## src/rtl/multicycle_ctrl.sv

```systemverilog
// Main control FSM for the RV32I multicycle core: sequences the shared ALU and the
// unified memory port, resolves branches, traps illegal opcodes and counts retirements.
module multicycle_ctrl #(
  parameter bit          HALT_ON_ILLEGAL = 1'b1,
  parameter int unsigned RET_W           = 32
) (
  input  logic             clk,
  input  logic             reset,
  input  logic [6:0]       op,
  input  logic [2:0]       funct3,
  input  logic             Zero,
  input  logic             Lt,
  input  logic             Ltu,
  input  logic             MemReady,
  output logic             MemReq,
  output logic             MemWrite,
  output logic             AdrSrc,
  output logic             IRWrite,
  output logic             PCWrite,
  output logic             RegWrite,
  output logic [1:0]       ALUSrcA,
  output logic [1:0]       ALUSrcB,
  output logic [1:0]       ResultSrc,
  output logic [1:0]       ALUOp,
  output logic [2:0]       ImmSrc,
  output logic             Illegal,
  output logic [RET_W-1:0] Retired
);

  localparam logic [3:0] StFetch    = 4'd0;
  localparam logic [3:0] StDecode   = 4'd1;
  localparam logic [3:0] StMemAdr   = 4'd2;
  localparam logic [3:0] StMemRead  = 4'd3;
  localparam logic [3:0] StMemWb    = 4'd4;
  localparam logic [3:0] StMemWrite = 4'd5;
  localparam logic [3:0] StExecR    = 4'd6;
  localparam logic [3:0] StExecI    = 4'd7;
  localparam logic [3:0] StAluWb    = 4'd8;
  localparam logic [3:0] StBranch   = 4'd9;
  localparam logic [3:0] StJalrAdr  = 4'd10;
  localparam logic [3:0] StJal      = 4'd11;
  localparam logic [3:0] StLui      = 4'd12;
  localparam logic [3:0] StAuipc    = 4'd13;
  localparam logic [3:0] StTrap     = 4'd14;

  localparam logic [6:0] OpLoad   = 7'b0000011;
  localparam logic [6:0] OpStore  = 7'b0100011;
  localparam logic [6:0] OpR      = 7'b0110011;
  localparam logic [6:0] OpI      = 7'b0010011;
  localparam logic [6:0] OpBranch = 7'b1100011;
  localparam logic [6:0] OpJal    = 7'b1101111;
  localparam logic [6:0] OpJalr   = 7'b1100111;
  localparam logic [6:0] OpLui    = 7'b0110111;
  localparam logic [6:0] OpAuipc  = 7'b0010111;

  logic [3:0]       state_q, state_d;
  logic [RET_W-1:0] retired_q, retired_d;

  logic mem_req, mem_write, ir_write, pc_update, branch, reg_write, br_taken;

  always_comb begin
    state_d = state_q;
    unique case (state_q)
      StFetch:    if (MemReady) state_d = StDecode;
      StDecode: begin
        unique case (op)
          OpLoad, OpStore: state_d = StMemAdr;
          OpR:             state_d = StExecR;
          OpI:             state_d = StExecI;
          OpBranch:        state_d = (funct3[2:1] == 2'b01) ? StTrap : StBranch;
          OpJal:           state_d = StJal;
          OpJalr:          state_d = StJalrAdr;
          OpLui:           state_d = StLui;
          OpAuipc:         state_d = StAuipc;
          default:         state_d = StTrap;
        endcase
      end
      StMemAdr:   state_d = op[5] ? StMemWrite : StMemRead;
      StMemRead:  if (MemReady) state_d = StMemWb;
      StMemWb:    state_d = StFetch;
      StMemWrite: if (MemReady) state_d = StFetch;
      StExecR:    state_d = StAluWb;
      StExecI:    state_d = StAluWb;
      StAluWb:    state_d = StFetch;
      StBranch:   state_d = StFetch;
      StJalrAdr:  state_d = StJal;
      StJal:      state_d = StAluWb;
      StLui:      state_d = StAluWb;
      StAuipc:    state_d = StAluWb;
      StTrap:     state_d = HALT_ON_ILLEGAL ? StTrap : StFetch;
      default:    state_d = StFetch;
    endcase
  end

  // A retirement is any entry into FETCH except the fetch stall and the trap exit.
  always_comb begin
    retired_d = retired_q;
    if (state_d == StFetch && state_q != StFetch && state_q != StTrap) begin
      retired_d = retired_q + RET_W'(1);
    end
  end

  always_ff @(posedge clk or negedge reset) begin
    if (!reset) begin
      state_q   <= StFetch;
      retired_q <= '0;
    end else begin
      state_q   <= state_d;
      retired_q <= retired_d;
    end
  end

  always_comb begin
    unique case (funct3)
      3'b000:  br_taken = Zero;
      3'b001:  br_taken = ~Zero;
      3'b100:  br_taken = Lt;
      3'b101:  br_taken = ~Lt;
      3'b110:  br_taken = Ltu;
      3'b111:  br_taken = ~Ltu;
      default: br_taken = 1'b0;
    endcase
  end

  always_comb begin
    mem_req   = 1'b0;
    mem_write = 1'b0;
    AdrSrc    = 1'b0;
    ir_write  = 1'b0;
    pc_update = 1'b0;
    branch    = 1'b0;
    reg_write = 1'b0;
    ALUSrcA   = 2'b00;
    ALUSrcB   = 2'b00;
    ResultSrc = 2'b00;
    ALUOp     = 2'b00;
    Illegal   = 1'b0;
    unique case (state_q)
      StFetch: begin
        mem_req   = 1'b1;
        ir_write  = MemReady;
        pc_update = MemReady;
        ALUSrcB   = 2'b10;
        ResultSrc = 2'b10;
      end
      StDecode: begin
        ALUSrcA = 2'b01;
        ALUSrcB = 2'b01;
      end
      StMemAdr, StJalrAdr: begin
        ALUSrcA = 2'b10;
        ALUSrcB = 2'b01;
      end
      StMemRead: begin
        mem_req = 1'b1;
        AdrSrc  = 1'b1;
      end
      StMemWb: begin
        ResultSrc = 2'b01;
        reg_write = 1'b1;
      end
      StMemWrite: begin
        mem_req   = 1'b1;
        mem_write = 1'b1;
        AdrSrc    = 1'b1;
      end
      StExecR: begin
        ALUSrcA = 2'b10;
        ALUOp   = 2'b10;
      end
      StExecI: begin
        ALUSrcA = 2'b10;
        ALUSrcB = 2'b01;
        ALUOp   = 2'b10;
      end
      StAluWb:  reg_write = 1'b1;
      StBranch: begin
        ALUSrcA = 2'b10;
        ALUOp   = 2'b01;
        branch  = 1'b1;
      end
      StJal: begin
        ALUSrcA   = 2'b01;
        ALUSrcB   = 2'b10;
        pc_update = 1'b1;
      end
      StLui: begin
        ALUSrcA = 2'b11;
        ALUSrcB = 2'b01;
      end
      StAuipc: begin
        ALUSrcA = 2'b01;
        ALUSrcB = 2'b01;
      end
      StTrap:  Illegal = 1'b1;
      default: ;
    endcase
  end

  always_comb begin
    unique case (op)
      OpStore:        ImmSrc = 3'b001;
      OpBranch:       ImmSrc = 3'b010;
      OpJal:          ImmSrc = 3'b011;
      OpLui, OpAuipc: ImmSrc = 3'b100;
      default:        ImmSrc = 3'b000;
    endcase
  end

  // Enables are masked combinationally so an asserted reset silences them immediately.
  assign MemReq   = reset & mem_req;
  assign MemWrite = reset & mem_write;
  assign IRWrite  = reset & ir_write;
  assign PCWrite  = reset & (pc_update | (branch & br_taken));
  assign RegWrite = reset & reg_write;
  assign Retired  = retired_q;

endmodule
```

## config.mk

```make
export PLATFORM = sky130hd
export DESIGN_NAME = multicycle_ctrl
export DESIGN_NICKNAME = d
export VERILOG_FILES = /design/src/rtl/multicycle_ctrl.sv
export SDC_FILE = /design/constraint.sdc
export NUM_CORES = 1
export LEC_CHECK = 0
export ABC_AREA = 1
export BUFFER_PORTS_ARGS = -buffer_cell sky130_fd_sc_hd__buf_2
export CORE_MARGIN = 10
export CORE_UTILIZATION = 58
export CTS_CLUSTER_DIAMETER = 150
export DETAILED_ROUTE_END_ITERATION = 10
export PLACE_DENSITY = 0.82
export SYNTH_ARGS = -nofsm -noshare
export SYNTH_HDL_FRONTEND = slang
export SYNTH_SLANG_ARGS = --single-unit
```

## constraint.sdc

```tcl
create_clock -name clk -period 4.5 [get_ports clk]
set_input_delay 1.35 -clock clk [delete_from_list [all_inputs] [get_ports clk]]
set_output_delay 1.35 -clock clk [all_outputs]
set_load 0.01 [all_outputs]
```

==> impl_metrics.env <==
export IMPL_outcome="completed"
export IMPL_syn_nets=440
export IMPL_wirelength_mm=7.53
export IMPL_post_cts_setup_buffers=0
export IMPL_antenna_cells=0
export IMPL_p_switching_mw=0.668
export IMPL_drc=0
export IMPL_final_min_clock_period_ns=3.74
export IMPL_power_leakage_nw=1.86
export IMPL_drv_slew=0
export IMPL_place_inst=531
export IMPL_drt_pre_antenna_iters=5
export IMPL_finalCritPeriodShare_pct=83.0
export IMPL_hold_violations=0
export IMPL_synthArstFlopShare_pct=100
export IMPL_drive_above_1_share_pct=19.1
export IMPL_clock_sinks=36
export IMPL_hpwl_mm=5.79
export IMPL_synth_top_area_share_pct=32.9
export IMPL_crit_chain="buf_2, or2_2, o21ai_0, nor2_1, o21ai_0, nand2_1, a31oi_1, buf_2"
export IMPL_rsz0062_at_grt="no"
export IMPL_cts_hold_buf=0
export IMPL_postSynthCellCount=423
export IMPL_relSlewSlack_pct=54.7
export IMPL_p_int_mw=0.705
export IMPL_clock_path_buffers=2
export IMPL_worstSetupEndpointType="output pin"
export IMPL_pwr_share_comb_pct=50.2
export IMPL_grt_pass1_wl_mm=12.4
export IMPL_syn_cell_area_um2=2740
export IMPL_place_area_um2=3080
export IMPL_rows=24
export IMPL_coreArea_um2=4470
export IMPL_path_buf_inv=2
export IMPL_n_fill_cell=410
export IMPL_critPathArrivalTime_ns=2.39
export IMPL_ctsResizeCount=0
export IMPL_synth_most_common_cell="nand2_1"
export IMPL_hold_path_class="reg2reg"
export IMPL_critPathKind="in2out"
export IMPL_cts_root_buf="clkbuf_8"
export IMPL_slowest_delay_ns=0.28
export IMPL_htreeDepth=2
export IMPL_overflow=0
export IMPL_ys_types=27
export IMPL_ir_drop_v=0.000581
export IMPL_netSwitchingFraction_pct=48.6
export IMPL_wl_per_cell_um=14.0
export IMPL_required_ns=3.15
export IMPL_nets=503
export IMPL_design_area_um2=3190
export IMPL_io_pin_count=66
export IMPL_power_total_mw=1.37
export IMPL_synthTopCellsByCount="nand2_1, nor2_1, inv_1, dfrtp_1, nand3_1"
export IMPL_cts_tree="yes"
export IMPL_synth_top_cells_by_area="dfrtp_1, nand2_1, xor2_1, nor2_1, inv_1"
export IMPL_yosys_area_top_type="dfrtp_1"
export IMPL_yosys_register_bits=36
export IMPL_finalSetupViolCount=0
export IMPL_power_density_nw_per_um2=431
export IMPL_ys_seq_area_share_pct=32.9
export IMPL_cts_clk_slew_worst_paths_ns=0.07
export IMPL_maxCapViolCount=0
export IMPL_drtIter0Drc=236
export IMPL_dieHeight_um=88.7
export IMPL_setup_tns_ns=0
export IMPL_track_usage_pct=19.3
export IMPL_ys_flop_type="dfrtp_1"
export IMPL_grt_pass1_vias=2691
export IMPL_multi_input_area_um2=1590
export IMPL_synth_edf_count=0
export IMPL_startpoint_type="input pin"
export IMPL_die_w_um=88.7
export IMPL_crit_slowest_cell="or2_2"
export IMPL_insertion_delay_ns=0.29
export IMPL_avgSynthCellArea_um2=6.47
export IMPL_area_growth_pct=16.4
export IMPL_yosys_warnings=0
export IMPL_timing_hold_ws_ns=0.513
export IMPL_power_share_sequential_pct=29.3
export IMPL_cts_made_buffers=5
export IMPL_ant_nets=0
export IMPL_clock_skew_ns=0.00216
export IMPL_crit_fanout=3
export IMPL_gp_congestion=0.954
export IMPL_grt_start_max_net_pins=37
export IMPL_final_util_pct=71.3
export IMPL_clkPwrFrac_pct=20.4
export IMPL_antenna_found_initial=0
export IMPL_max_freq_mhz=268
export IMPL_regArea_um2=901
export IMPL_cp_top_family="simple AND/OR/NAND/NOR gates"
export IMPL_place_ws_ns=0.772
export IMPL_setup_ws_ns=0.764
export IMPL_start_util_pct=61.2
export IMPL_vias_per_cell=5.35
export IMPL_via_count=2886
export IMPL_worst_pin_slew_ns=0.677
export IMPL_dieArea_um2=7870
export IMPL_final_cells=539
export IMPL_port_buffers=65
placed cells by master (no fill, tap or decap), types with 4 or more instances in the layout:
cell,count
xor2_1,23
clkbuf_8,5
nor2_1,46
nor2_2,4
buf_2,65
xnor2_1,7
o21ai_0,21
nand3_1,27
nand2_1,143
nor3_1,17
inv_1,43
nand4_1,6
o21ai_1,17
inv_2,4
dfrtp_1,36
routing by layer:
metal	wire length (um)	vias to the layer above	track usage (%)
met5	0	-	0
met4	108	0	5.29
met3	437	12	3.77
met2	3460	92	30.9
met1	3520	1311	25.8
li1	-	1471	-
power groups by stage:
stage	Clock (mW)	Combinational, mW	Sequential, mW
after detailed placement	0	0.690	0.408
after CTS	0.284	0.694	0.402
after global routing	0.299	0.773	0.408
final	0.280	0.690	0.403
after global placement	0	0.678	0.406
after floorplan	0	0.541	0.405
final timing paths:
path,from,endpoint,slack [ns],cells past startpoint
min in group asynchronous,reset,Retired[17]$_DFFE_PN0P_,1.14,2
setup reg to reg,state_q[0]$_DFF_PN0_,Retired[6]$_DFFE_PN0P_,2.21,12
setup / recovery,funct3[1],PCWrite,0.76,8
max in group asynchronous,reset,Retired[8]$_DFFE_PN0P_,3.05,2
hold / removal,Retired[31]$_DFFE_PN0P_,Retired[31]$_DFFE_PN0P_,0.51,2
hold reg to reg,Retired[31]$_DFFE_PN0P_,Retired[31]$_DFFE_PN0P_,0.51,2
sequential cells by signal (all words and copies together), names as in the netlist:
name	cells
Retired	32
state_q	4
tightest hold or removal path, cell delays in order, from the launching register on:
cell,delay (ns)
dfrtp_1,0.36
o21ai_1,0.07
nand2_1,0.06
cells by family (layout without fill, tap and decap cells):
| logic type | count (synthesis) | after routing | share of synthesized area [%] |
|---|---|---|---|
| AND/OR/NAND/NOR | 254 | 254 | 39.5 |
| XOR/XNOR | 30 | 30 | 9.59 |
| adder cells (fa/ha/maj) | 1 | 1 | 0.457 |
| flip-flops | 36 | 36 | 32.9 |
| buffers and inverters | 59 | 123 | 9.14 |
| AO/OA/AOI/OAI | 43 | 43 | 8.41 |
area by class of cell:
type                       count  share of cell area (%)
multi-input combinational    328                    49.8
timing repair buffer          68                    10.9
clock buffer                   5                    2.16
clock inverter                 3                    1.33
tap                           52                    2.04
sequential                    36                    28.2
inverter                      47                    5.53
Power figures use the tool's default switching activity.
